### config.mk
export PLATFORM = sky130hd
export DESIGN_NAME = imm_gen_pipe
export DESIGN_NICKNAME = d
export VERILOG_FILES = /design/src/rtl/imm_gen_pkg.sv /design/src/rtl/imm_decode.sv /design/src/rtl/imm_gen_pipe.sv
export SDC_FILE = /design/constraint.sdc
export NUM_CORES = 1
export LEC_CHECK = 0
export CAP_MARGIN = 20
export CORE_UTILIZATION = 44
export DETAILED_ROUTE_END_ITERATION = 12
export GPL_ROUTABILITY_DRIVEN = 1
export PLACE_DENSITY = 0.78
export SLEW_MARGIN = 20
export SYNTH_ARGS = -nofsm -noshare
export SYNTH_HDL_FRONTEND = slang
export SYNTH_SLANG_ARGS = --single-unit
export TNS_END_PERCENT = 1
### constraint.sdc
create_clock -name clk -period 1.78 [get_ports clk]
set_input_delay 0.267 -clock clk [delete_from_list [all_inputs] [get_ports clk]]
set_output_delay 0.267 -clock clk [all_outputs]
set_load 0.1 [all_outputs]
### src/rtl/imm_gen_pkg.sv
// ============================================================================
//  Module      : imm_gen_pkg
//  Description : Shared opcodes, immediate-format encoding and XLEN check
//                for the pipelined RISC-V immediate generator.
//  Revision    : 1.0 - initial release
// ============================================================================
`default_nettype none

package imm_gen_pkg;

    localparam logic [6:0] c_OPC_LOAD      = 7'b0000011;
    localparam logic [6:0] c_OPC_OP_IMM    = 7'b0010011;
    localparam logic [6:0] c_OPC_OP_IMM_32 = 7'b0011011;
    localparam logic [6:0] c_OPC_JALR      = 7'b1100111;
    localparam logic [6:0] c_OPC_SYSTEM    = 7'b1110011;
    localparam logic [6:0] c_OPC_STORE     = 7'b0100011;
    localparam logic [6:0] c_OPC_BRANCH    = 7'b1100011;
    localparam logic [6:0] c_OPC_LUI       = 7'b0110111;
    localparam logic [6:0] c_OPC_AUIPC     = 7'b0010111;
    localparam logic [6:0] c_OPC_JAL       = 7'b1101111;

    typedef enum logic [2:0] {
        FMT_NONE = 3'd0,
        FMT_I    = 3'd1,
        FMT_S    = 3'd2,
        FMT_B    = 3'd3,
        FMT_U    = 3'd4,
        FMT_J    = 3'd5
    } fmt_e;

    function automatic bit xlen_legal(input int xlen);
        return (xlen == 32) || (xlen == 64);
    endfunction

endpackage

`default_nettype wire

### src/rtl/imm_decode.sv
// ============================================================================
//  Module      : imm_decode
//  Description : Combinational RISC-V immediate extraction, format
//                classification and PC-relative target computation.
//  Revision    : 1.0 - initial release
// ============================================================================
`default_nettype none

module imm_decode
    import imm_gen_pkg::*;
#(
    parameter int XLEN = 32
) (
    input  logic [31:0]     instr_i,
    input  logic [XLEN-1:0] pc_i,
    output logic [XLEN-1:0] imm_o,
    output logic [XLEN-1:0] target_o,
    output fmt_e            fmt_o,
    output logic            no_imm_o
);

    logic [31:0] w_imm32;
    logic        w_use_pc;

    // Every format carries its sign in instr[31], so a 32-bit immediate is
    // built first and widened afterwards.
    always_comb begin
        w_imm32  = '0;
        w_use_pc = 1'b0;
        fmt_o    = FMT_NONE;
        no_imm_o = 1'b0;
        unique case (instr_i[6:0])
            c_OPC_LOAD, c_OPC_OP_IMM, c_OPC_OP_IMM_32, c_OPC_JALR, c_OPC_SYSTEM: begin
                fmt_o   = FMT_I;
                w_imm32 = {{20{instr_i[31]}}, instr_i[31:20]};
            end
            c_OPC_STORE: begin
                fmt_o   = FMT_S;
                w_imm32 = {{20{instr_i[31]}}, instr_i[31:25], instr_i[11:7]};
            end
            c_OPC_BRANCH: begin
                fmt_o    = FMT_B;
                w_use_pc = 1'b1;
                w_imm32  = {{19{instr_i[31]}}, instr_i[31], instr_i[7],
                            instr_i[30:25], instr_i[11:8], 1'b0};
            end
            c_OPC_LUI: begin
                fmt_o   = FMT_U;
                w_imm32 = {instr_i[31:12], 12'b0};
            end
            c_OPC_AUIPC: begin
                fmt_o    = FMT_U;
                w_use_pc = 1'b1;
                w_imm32  = {instr_i[31:12], 12'b0};
            end
            c_OPC_JAL: begin
                fmt_o    = FMT_J;
                w_use_pc = 1'b1;
                w_imm32  = {{11{instr_i[31]}}, instr_i[31], instr_i[19:12],
                            instr_i[20], instr_i[30:21], 1'b0};
            end
            default: begin
                no_imm_o = 1'b1;
            end
        endcase
    end

    generate
        if (XLEN == 32) begin : g_xlen32
            assign imm_o = w_imm32;
        end else begin : g_xlen_wide
            assign imm_o = {{(XLEN-32){w_imm32[31]}}, w_imm32};
        end
    endgenerate

    assign target_o = w_use_pc ? (pc_i + imm_o) : '0;

endmodule

`default_nettype wire

### src/rtl/imm_gen_pipe.sv
// ============================================================================
//  Module      : imm_gen_pipe
//  Description : Registered valid/ready wrapper around imm_decode. Define
//                IMM_GEN_SKID_EN for a 2-entry skid buffer with registered
//                in_ready; otherwise a single pipeline stage is built.
//  Revision    : 1.0 - initial release
// ============================================================================
`default_nettype none

module imm_gen_pipe
    import imm_gen_pkg::*;
#(
    parameter int XLEN = 32
) (
    input  logic            clk,
    input  logic            rst_n,
    input  logic            flush,
    input  logic            in_valid,
    output logic            in_ready,
    input  logic [31:0]     in_instr,
    input  logic [XLEN-1:0] in_pc,
    output logic            out_valid,
    input  logic            out_ready,
    output logic [XLEN-1:0] out_imm,
    output logic [XLEN-1:0] out_target,
    output logic [2:0]      out_fmt,
    output logic            out_no_imm
);

    // Entry layout, LSB first: imm, target, fmt, no_imm.
    localparam int ENT_W = 2*XLEN + 4;

    generate
        if (!xlen_legal(XLEN)) begin : g_bad_xlen
            $error("imm_gen_pipe: XLEN must be 32 or 64");
        end
    endgenerate

    logic [XLEN-1:0]  w_imm;
    logic [XLEN-1:0]  w_target;
    fmt_e             w_fmt;
    logic             w_no_imm;
    logic [ENT_W-1:0] w_ent;
    logic             w_push;
    logic             w_pop;

    logic             main_valid_q, main_valid_d;
    logic [ENT_W-1:0] main_q, main_d;

    imm_decode #(
        .XLEN (XLEN)
    ) u_decode (
        .instr_i  (in_instr),
        .pc_i     (in_pc),
        .imm_o    (w_imm),
        .target_o (w_target),
        .fmt_o    (w_fmt),
        .no_imm_o (w_no_imm)
    );

    assign w_ent  = {w_no_imm, w_fmt, w_target, w_imm};
    assign w_push = in_valid & in_ready;
    assign w_pop  = main_valid_q & out_ready;

`ifdef IMM_GEN_SKID_EN
    logic             skid_valid_q, skid_valid_d;
    logic [ENT_W-1:0] skid_q, skid_d;

    assign in_ready = !skid_valid_q;

    // The skid entry only fills while the main stage is stalled, so it is
    // always the younger item and drains into the main stage first.
    always_comb begin
        main_valid_d = main_valid_q;
        main_d       = main_q;
        skid_valid_d = skid_valid_q;
        skid_d       = skid_q;
        if (flush) begin
            main_valid_d = 1'b0;
            skid_valid_d = 1'b0;
        end else if (!main_valid_q || w_pop) begin
            if (skid_valid_q) begin
                main_valid_d = 1'b1;
                main_d       = skid_q;
                skid_valid_d = 1'b0;
            end else begin
                main_valid_d = w_push;
                if (w_push) begin
                    main_d = w_ent;
                end
            end
        end else if (w_push) begin
            skid_valid_d = 1'b1;
            skid_d       = w_ent;
        end
    end

    always_ff @(posedge clk or negedge rst_n) begin
        if (!rst_n) begin
            skid_valid_q <= 1'b0;
            skid_q       <= '0;
        end else begin
            skid_valid_q <= skid_valid_d;
            skid_q       <= skid_d;
        end
    end
`else
    assign in_ready = !main_valid_q | out_ready;

    always_comb begin
        main_valid_d = main_valid_q;
        main_d       = main_q;
        if (flush) begin
            main_valid_d = 1'b0;
        end else if (w_push) begin
            main_valid_d = 1'b1;
            main_d       = w_ent;
        end else if (w_pop) begin
            main_valid_d = 1'b0;
        end
    end
`endif

    always_ff @(posedge clk or negedge rst_n) begin
        if (!rst_n) begin
            main_valid_q <= 1'b0;
            main_q       <= '0;
        end else begin
            main_valid_q <= main_valid_d;
            main_q       <= main_d;
        end
    end

    assign out_valid  = main_valid_q;
    assign out_imm    = main_q[XLEN-1:0];
    assign out_target = main_q[2*XLEN-1:XLEN];
    assign out_fmt    = main_q[2*XLEN+2:2*XLEN];
    assign out_no_imm = main_q[2*XLEN+3];

endmodule

`default_nettype wire

After elaboration in Yosys (flattened, before gate mapping)
Cells that the tools add are included.
- bitwise gates (word level): 4
- reductions and logical operators: 7
- mux-type cells: 8
- order comparisons: 0
- $mul: 0
- shifts and indexed selects: 0
- equal/unequal tests: 10
- div/mod/pow operators: 0
- $add $sub $neg: 1
- operator list (kind ; count):
    32-bit case mux with 5 select lines ; 1
    32-bit adder ; 1
    32-bit 2-to-1 mux ; 1
    7-bit == test, second input constant ; 4
    7-bit by 5-bit == test with 1-bit output, second input constant ; 3
    3-bit case mux with 5 select lines ; 1
    7-bit by 6-bit == test with 1-bit output, second input constant ; 2
    10-bit OR reduction ; 1
    7-bit by 2-bit == test with 1-bit output, second input constant ; 1
    1-bit 2-to-1 mux ; 5
    5-bit OR reduction ; 1
    3-bit nonzero test ; 1
    3-bit OR reduction ; 1
    1-bit bitwise AND ; 2
    2-bit AND reduction ; 1
    2-bit OR reduction ; 1
    1-bit logical NOT ; 1
    1-bit NOT ; 1
    1-bit bitwise OR ; 1
- bits in writable memories: 0
- register bits: 69
- input port bits: 69
- logic and storage cells: 32
- bits in read-only memories: 0
- memories kept: 0
- bits in latches: 0

Depth between registers and ports, before layout
- word-level depth: 5
- depth in mapped cells: 16
- mapped depth without buffers: 14

Modules after synthesis
From an unflattened synthesis, not the netlist that was laid out.
- cells, all modules: 554
- area, all modules: 5211.2 µm²
- by module, submodules not included (module ; instances ; sequential area each (µm²) ; area an instance (µm²) ; cells an instance):
    imm_decode ; 1 ; 0.0 ; 2631.3 ; 405
    imm_gen_pipe ; 1 ; 1726.7 ; 2580.0 ; 149

Worst setup path after synthesis
OpenSTA, ideal clock, no wires.
- path type: input port to flip-flop
- start: input in_instr[2]
- end: register main_q[63]
- setup time: 0.123 ns
- data arrival time: 3.060 ns
- stages: 16
- setup slack: -1.403 ns
- buffers on the path: 3
- path through: buf_2 nor2_1 o211ai_1 a21oi_1 and2_1 buf_2 a21o_1 ha_1 clkbuf_1 a21o_1 a21oi_1 nor3_1 o21bai_1 nand3_1 or3_1 a32o_1
- cells in the longest elaborated chain, start to end: 5
- elaborated cells between the ends (all ways): 17
- classes of those cells: add/sub (1); eq/ne (10); mux (3); reduce/logical (3)
- ends and longest elaborated chain (element ; line ; source):
    start: declaration ; imm_gen_pipe.sv:20 ; input logic [31:0] in_instr,
    7-bit by 2-bit == test with 1-bit output, or another cell as far along ; imm_decode.sv:32 ; unique case (instr_i[6:0])
    5-bit OR reduction / 2-bit OR reduction (equally long branches) ; -- ;
    32-bit case mux with 5 select lines (*) ; imm_decode.sv:32 ;
    net u_decode.imm_o[24] ; imm_decode.sv:16 ; output logic [XLEN-1:0] imm_o,
    32-bit adder (*) ; imm_decode.sv:76 ; assign target_o = w_use_pc ? (pc_i + imm_o) : '0;
    32-bit 2-to-1 mux (*) ; imm_decode.sv:76 ;
    end signal: assignment ; imm_gen_pipe.sv:130 ; main_q <= main_d;
    end: declaration ; imm_gen_pipe.sv:48 ; logic [ENT_W-1:0] main_q, main_d;
Mark *: on every way through the listed nets, which the timed path passes. The rest lies on a longest branch.
A chain may end at the register's enable or synchronous reset.

Worst setup path in the final report
- start: input in_instr[6]
- end: register main_q[52]
The elaborated chain is that of the path after synthesis.

==> impl_metrics.tcl <==
set metrics [dict create \
    drt-pass1-iter-count 6 \
    cp.depth 14 \
    setup_slack_ps -1290 \
    timing.rr.end "main_q[50]" \
    p_sw_frac 0.352 \
    path_buf_inv 2 \
    slew_violations 0 \
    clock_sinks 69 \
    ir_drop_uv 441 \
    r2r_start "out_valid" \
    yosys_warnings 0 \
    ys_types 68 \
    syn2layout_area_growth_pct 84.5 \
    p_sw_uw 1580 \
    clk_path_buf_depth 2 \
    cpPeakStageDelay_ps 440 \
    endpoint "main_q[52]" \
    hpwl_um 14300 \
    grt_use_met1 0.455 \
    synthFlopType "dfrtp_1" \
    netlist_area_sq_um 4900 \
    wl_per_cell_um 21.1 \
    path_clk_slew_ps 80 \
    period_needed_ps 3070 \
    leakage_uw 0.00424 \
    rsz0062_at_grt "true" \
    drcViolationCount 0 \
    fillCellCount 615 \
    initial_core_util 0.452 \
    routed_wl_um 20600 \
    htree_levels 3 \
    rr_worst_depth 7 \
    portBuffers 138 \
    ys_seq_area_frac 0.352 \
    syn_inst 549 \
    cp-startpoint "in_instr[6]" \
    synth_edf_count 0 \
    busiest_layer "met2" \
    root_buffer "clkbuf_8" \
    p_clk_frac 0.265 \
    period_share 1.72 \
    async_reset_ff_frac 1.00 \
    dieArea_sq_um 11600 \
    end_kind "register" \
    die_x_um 108 \
    cp-start-kind "input port" \
    synth_area_per_cell_sq_um 8.93 \
    place.gp.congestion 0.971 \
    clk-insertion-delay-late_ps 380 \
    cts_buffers 9 \
    first_iter_violations 535 \
    hold_class "in -> async" \
    violations "negative setup slack" \
    status "complete, but fails checks" \
    layout-drive-gt1-share 0.458 \
    setup_viol 31 \
    gr-usage-all-layers 0.350 \
    path_delay_family "compound AO/OA/AOI/OAI gates" \
    use_met2 0.571 \
    fin_nets 934 \
    hold_violations 0 \
    yosys.area.top_type "dfrtp_1" \
    p_total_uw 4470 \
    synth_seq_cells 69 \
    grt_pass1_wl_um 30500 \
    fin_tns_setup_ps -30460 \
    critPathMaxFanout 7 \
    p_int_uw 2900 \
    synthesis.nets 650 \
    yosys-top-cells-area "dfrtp_1, ha_1, nand2_1" \
    combPwrFrac 0.362 \
    crit_type "in -> reg" \
    crit_arrival_ps 3330 \
    diodes 0 \
    grt_util_met3 0.0793 \
    cts_tree "yes" \
    antenna_left 0 \
    first_global_vias 5685 \
    finalClockSkew_ps 6.33 \
    overflow 0 \
    reg2reg_slack_ps -160 \
    max-slew-margin-rel 0.718 \
    std_cell_rows 38 \
    p_per_area_nw_per_um2 495 \
    hold_ws_ps 455 \
    antenna_found_initial 0 \
    ios 139 \
    core_area_sq_um 10800 \
    critical_path.slowest_cell "or3b_1" \
    vias 5722 \
    die_y_um 108 \
    worstPathCellList "buf_6, buf_6, nor4b_4, a21oi_2, a21oi_4, and2_4, ha_1, a211oi_1, nor2_1, or3b_1, o21ba_4, a21oi_2, xor2_1, o21ai_0" \
    power_frac_seq 0.372 \
    grt_max_degree 70 \
    worstMarginPinSlew_ps 422 \
    required_ps 2040 \
    cap_viol_max_count 0 \
    via_per_inst 5.86 \
    synth_top_area_share 0.352 \
    clock.fmax_mhz 326 \
]
[metrics by stage]
step | util | instances | worst slack, ps | cell area (sq um)
2_1_floorplan | - | 549 | -1270 | 4970
3_3_place_gp | 0.761 | 950 | -1940 | 8250
3_5_place_dp | 0.761 | 950 | -2020 | 8250
4_1_cts | 0.819 | 974 | -1190 | 8880
5_1_grt | 0.834 | 976 | -1650 | 9040
6_report | 0.834 | 976 | -1290 | 9040
[state kept, by name (all words and copies together), names as in the netlist]
signal	flops
main_q	68
out_valid	1
[cells in the mapped netlist (all sizes together), types with 12 or more instances]
cell    number
mux2        20
xor2        12
nand2       95
dfrtp       69
nand4       13
buf         16
nand3       13
a21oi       49
nor2        20
o21ai       41
ha          31
a21o        27
clkbuf      18
and2        12
[power groups by stage]
stage | Sequential, uW | Clock [uW] | Combinational (uW)
finish | 1670 | 1190 | 1620
global route | 1670 | 1250 | 1690
CTS | 1670 | 1180 | 1540
detailed placement | 1690 | 0 | 1450
global placement | 1690 | 0 | 1430
floorplan | 1990 | 0 | 407
[how the worst min path moves through the flow]
stage	slack (ps)	endpoint
after CTS	450	main_q[19]
after detailed placement	320	main_q[12]
final	450	main_q[50]
after global placement	310	main_q[13]
after floorplan	-30	main_q[0]
after global routing	510	main_q[15]
[final cells by class]
type                       count  area, sq um  area share
clock inverter                 2         10.0     0.00111
inverter                       8         30.0     0.00332
sequential                    69         1730       0.191
multi-input combinational    438         3540       0.391
tap                          140          175      0.0194
timing repair buffer         307         3410       0.377
clock buffer                  12          155      0.0172
[kinds of logic (layout without fill, tap and decap cells)]
logic type               count (synthesis)  after routing  synth area share
buffers and inverters                   42            329            0.0429
flip-flops                              69             69             0.352
AO/OA/AOI/OAI                          172            172             0.242
multiplexers                            22             22            0.0500
adder cells (fa/ha/maj)                 32             32            0.0832
XOR/XNOR                                23             23            0.0411
AND/OR/NAND/NOR                        189            189             0.188
[cells in the final DEF, fill, tap and decap left out, types with 5 or more instances in the layout]
master	synthesis	final
a21o_1	27	25
a21oi_1	42	23
a21oi_2	7	21
a21oi_4	0	5
and2_4	2	9
buf_12	0	73
buf_4	5	160
buf_6	3	9
clkbuf_8	0	11
clkdlybuf4s50_1	0	60
dfrtp_1	69	69
ha_1	31	12
ha_2	0	5
ha_4	0	14
inv_1	8	8
mux2_2	20	20
nand2_1	95	93
nand3_1	13	9
nand4_1	13	13
nor2_1	20	16
nor3_1	8	6
o21a_1	5	5
o21ai_0	39	19
o21ai_1	1	19
xnor2_1	11	7
xor2_1	12	12
[worst register-to-register path, stage by stage, from the launching register on]
cell and delay [ps]:
dfrtp_1 370, nor2b_2 170, nor3b_4 320, o21ai_2 120, buf_4 220, or3_1 380
mux2i_1 170, a211o_1 130
[repair_timing]
| action | 4_1_cts | 5_1_grt |
|---|---|---|
| hold buffers | 1 | 0 |
| buffers inserted | 9 | 2 |
| gates resized for setup | 104 | 40 |
| endpoints found under the setup margin | 49 | 38 |
| hold endpoints to repair | 69 | 0 |
| pin swaps | 32 | 21 |
[routing by layer]
layer  vias up  wire, um
met4         0       735
met1      2754      8490
li1       2556         -
met2       331      9790
met5         -         0
met3        81      1560
No activity file was read; power rests on OpenSTA's default activity.
==> RTL edit: new RTL, config.mk and constraints unchanged <==
`XLEN` is set to 32 in 2 places; all go to 64.
--- a/src/rtl/imm_decode.sv
+++ b/src/rtl/imm_decode.sv
@@ -9,7 +9,7 @@
 module imm_decode
     import imm_gen_pkg::*;
 #(
-    parameter int XLEN = 32
+    parameter int XLEN = 64
 ) (
     input  logic [31:0]     instr_i,
     input  logic [XLEN-1:0] pc_i,
--- a/src/rtl/imm_gen_pipe.sv
+++ b/src/rtl/imm_gen_pipe.sv
@@ -10,7 +10,7 @@
 module imm_gen_pipe
     import imm_gen_pkg::*;
 #(
-    parameter int XLEN = 32
+    parameter int XLEN = 64
 ) (
     input  logic            clk,
     input  logic            rst_n,
Ports: changed (resized in_pc, out_imm and out_target); port bits go from 139 to 235. No check against the original RTL was run, so the function may have changed too.
==> RTL edit against the unedited design <==
  * The flow still finishes with violations (negative setup slack)
  * Non-clock buffer count up 255
  * Synthesized area up 70%
  * Worst setup slack worse by 810 ps
  * Design area is 73% higher
  * Global-route usage up 1.8 points
  * Sequential cell count rose by 32
  * Total power up 66%
  * Fmax fell by 21%
  * Highest routed layer unchanged
  * Count of clock-buffer cells in the layout shrank 3
  * Largest cell class is now buffers
  * Sequential share of layout area down 2.9 points
  * Wire length rose by 78%
==> RTL edit: results <==
[outcome]
status = complete, but fails checks
violations = negative setup slack

[worst_setup_path]
critPathMaxFanout = 8
arrival_ps = 4110
r2r_slack_ps = -90
rr_startpoint = out_valid
crit_start = in_instr[4]

[clocking]
clkTransAtPathRegs_ps = 80
root_buffer = clkbuf_16

[logic_synthesis]
ys_top_cells_by_area = dfrtp_1 (30%), ha_1 (9.4%), a21o_1 (5.8%)
synth.distinct_cells = 79
synth_fa_ha_area_frac = 0.0968
synth_compound_area_frac = 0.289
yosysMostFrequentCell = nand2_1
synth-xor-area-share = 0.0493
muxShareOfSynthArea = 0.0310
ys.flop_type = dfrtp_1
avgSynthCellArea_sq_um = 8.53
synthTopCellsByCount = nand2_1 (119), dfrtp_1 (101), a21oi_1 (73)
syn_nets = 1144
ys_seq_area_frac = 0.303

[pwr]
p_int_mw = 4.74
p_comb_mw = 2.86
ir_drop_v = 0.000482
leakagePower_nw = 7.48
seq-power_mw = 2.39

[placement]
port_buffers = 234
place_hpwl_um = 25700
place_congestion = 0.961
place_ws_ps = -2930
dp.cells = 1676

[drt]
drt-initial-drc-count = 981
vias = 10343
met3_length_um = 2370
wl_per_cell_um = 21.4
totalWireLength_um = 36700
dr_wl_met2_um = 18200
met1Wirelength_um = 14300
dr.max_layer_used = met4

[hold_path]
hp-class = primary input to async pin

[global_route]
grt_use_met3 = 0.0523
grt_pass1_wl_um = 56700
grt_usage = 0.368
grt_use_met2 = 0.643
use_met1 = 0.445
grt_max_degree = 95
grt_pass1_vias = 10554

[layout]
drive_gt1_frac = 0.441
largest_reg_flops = 100
fillers = 992
regMostFlops = main_q
fin_nets = 1639

[timing]
fin_skew_ps = 7.59
worstMarginPinSlew_ps = 497
holdWs_ps = 321
setup_ws_ps = -2090
setup_viol = 65

[job]
cap_violations = 0
## RTL edit: cell count changes after synthesis, moves of 13 or more
cell / delta
a21o_1: +38
a21oi_1: +31
buf_4: +28
clkbuf_1: +21
dfrtp_1: +32
ha_1: +32
inv_1: +13
nand2_1: +24
nor2_1: +35
o21ai_1: +46
xnor2_1: +14
## RTL edit: worst max-delay path, cell delays in order
cell and delay (ps):
buf_6 100, mux2_4 300, a31oi_4 150, nor2_2 80, or2_4 280, o21ai_4 200, clkinvlp_4 140, buf_12 160
buf_4 150, buf_4 140, ha_4 240, nand4_1 150, inv_1 100, a221o_1 390, a2111oi_4 390, a21oi_4 140
o41ai_4 430, a2111o_1 210, o211ai_1 80
## RTL edit: repair_timing
item                                   in CTS  in global routing
setup endpoints to repair                  95                 97
endpoints found under the hold margin      20                  0
buffers inserted                           18                  2
hold buffers                                1                  0
pin swaps                                  55                 22
cloned                                      1                  0
resized for setup                         147                 52
## RTL edit: path summary, 6_finish.rpt
kind	endpoint	depth (start not counted)
max reg2reg	main_q[124]	8
max in group asynchronous	main_q[126]	3
min in group clk	out_valid	2
min	main_q[9]	2
min reg2reg	main_q[4]	1
max	main_q[126]	19
## RTL edit: final cells by class
cell class / count / area [sq um] / share of cell area
multi-input cells: 777 / 6090 / 0.390
well taps: 234 / 293 / 0.0188
repair buffers: 562 / 6290 / 0.403
clock inverters: 7 / 92.6 / 0.00593
clock buffers: 9 / 225 / 0.0144
inverters: 23 / 90.1 / 0.00577
flip-flops and latches: 101 / 2530 / 0.162
## RTL edit: stage by stage
step                power (mW)  setup TNS [ps]  cell area (sq um)
floorplan                 3.76         -175950               8470
global placement          4.97         -166480              14300
detailed placement        5.02         -172550              14300
CTS                       7.31          -85460              15400
global route              7.68         -104100              15600
finish                    7.44          -94520              15600
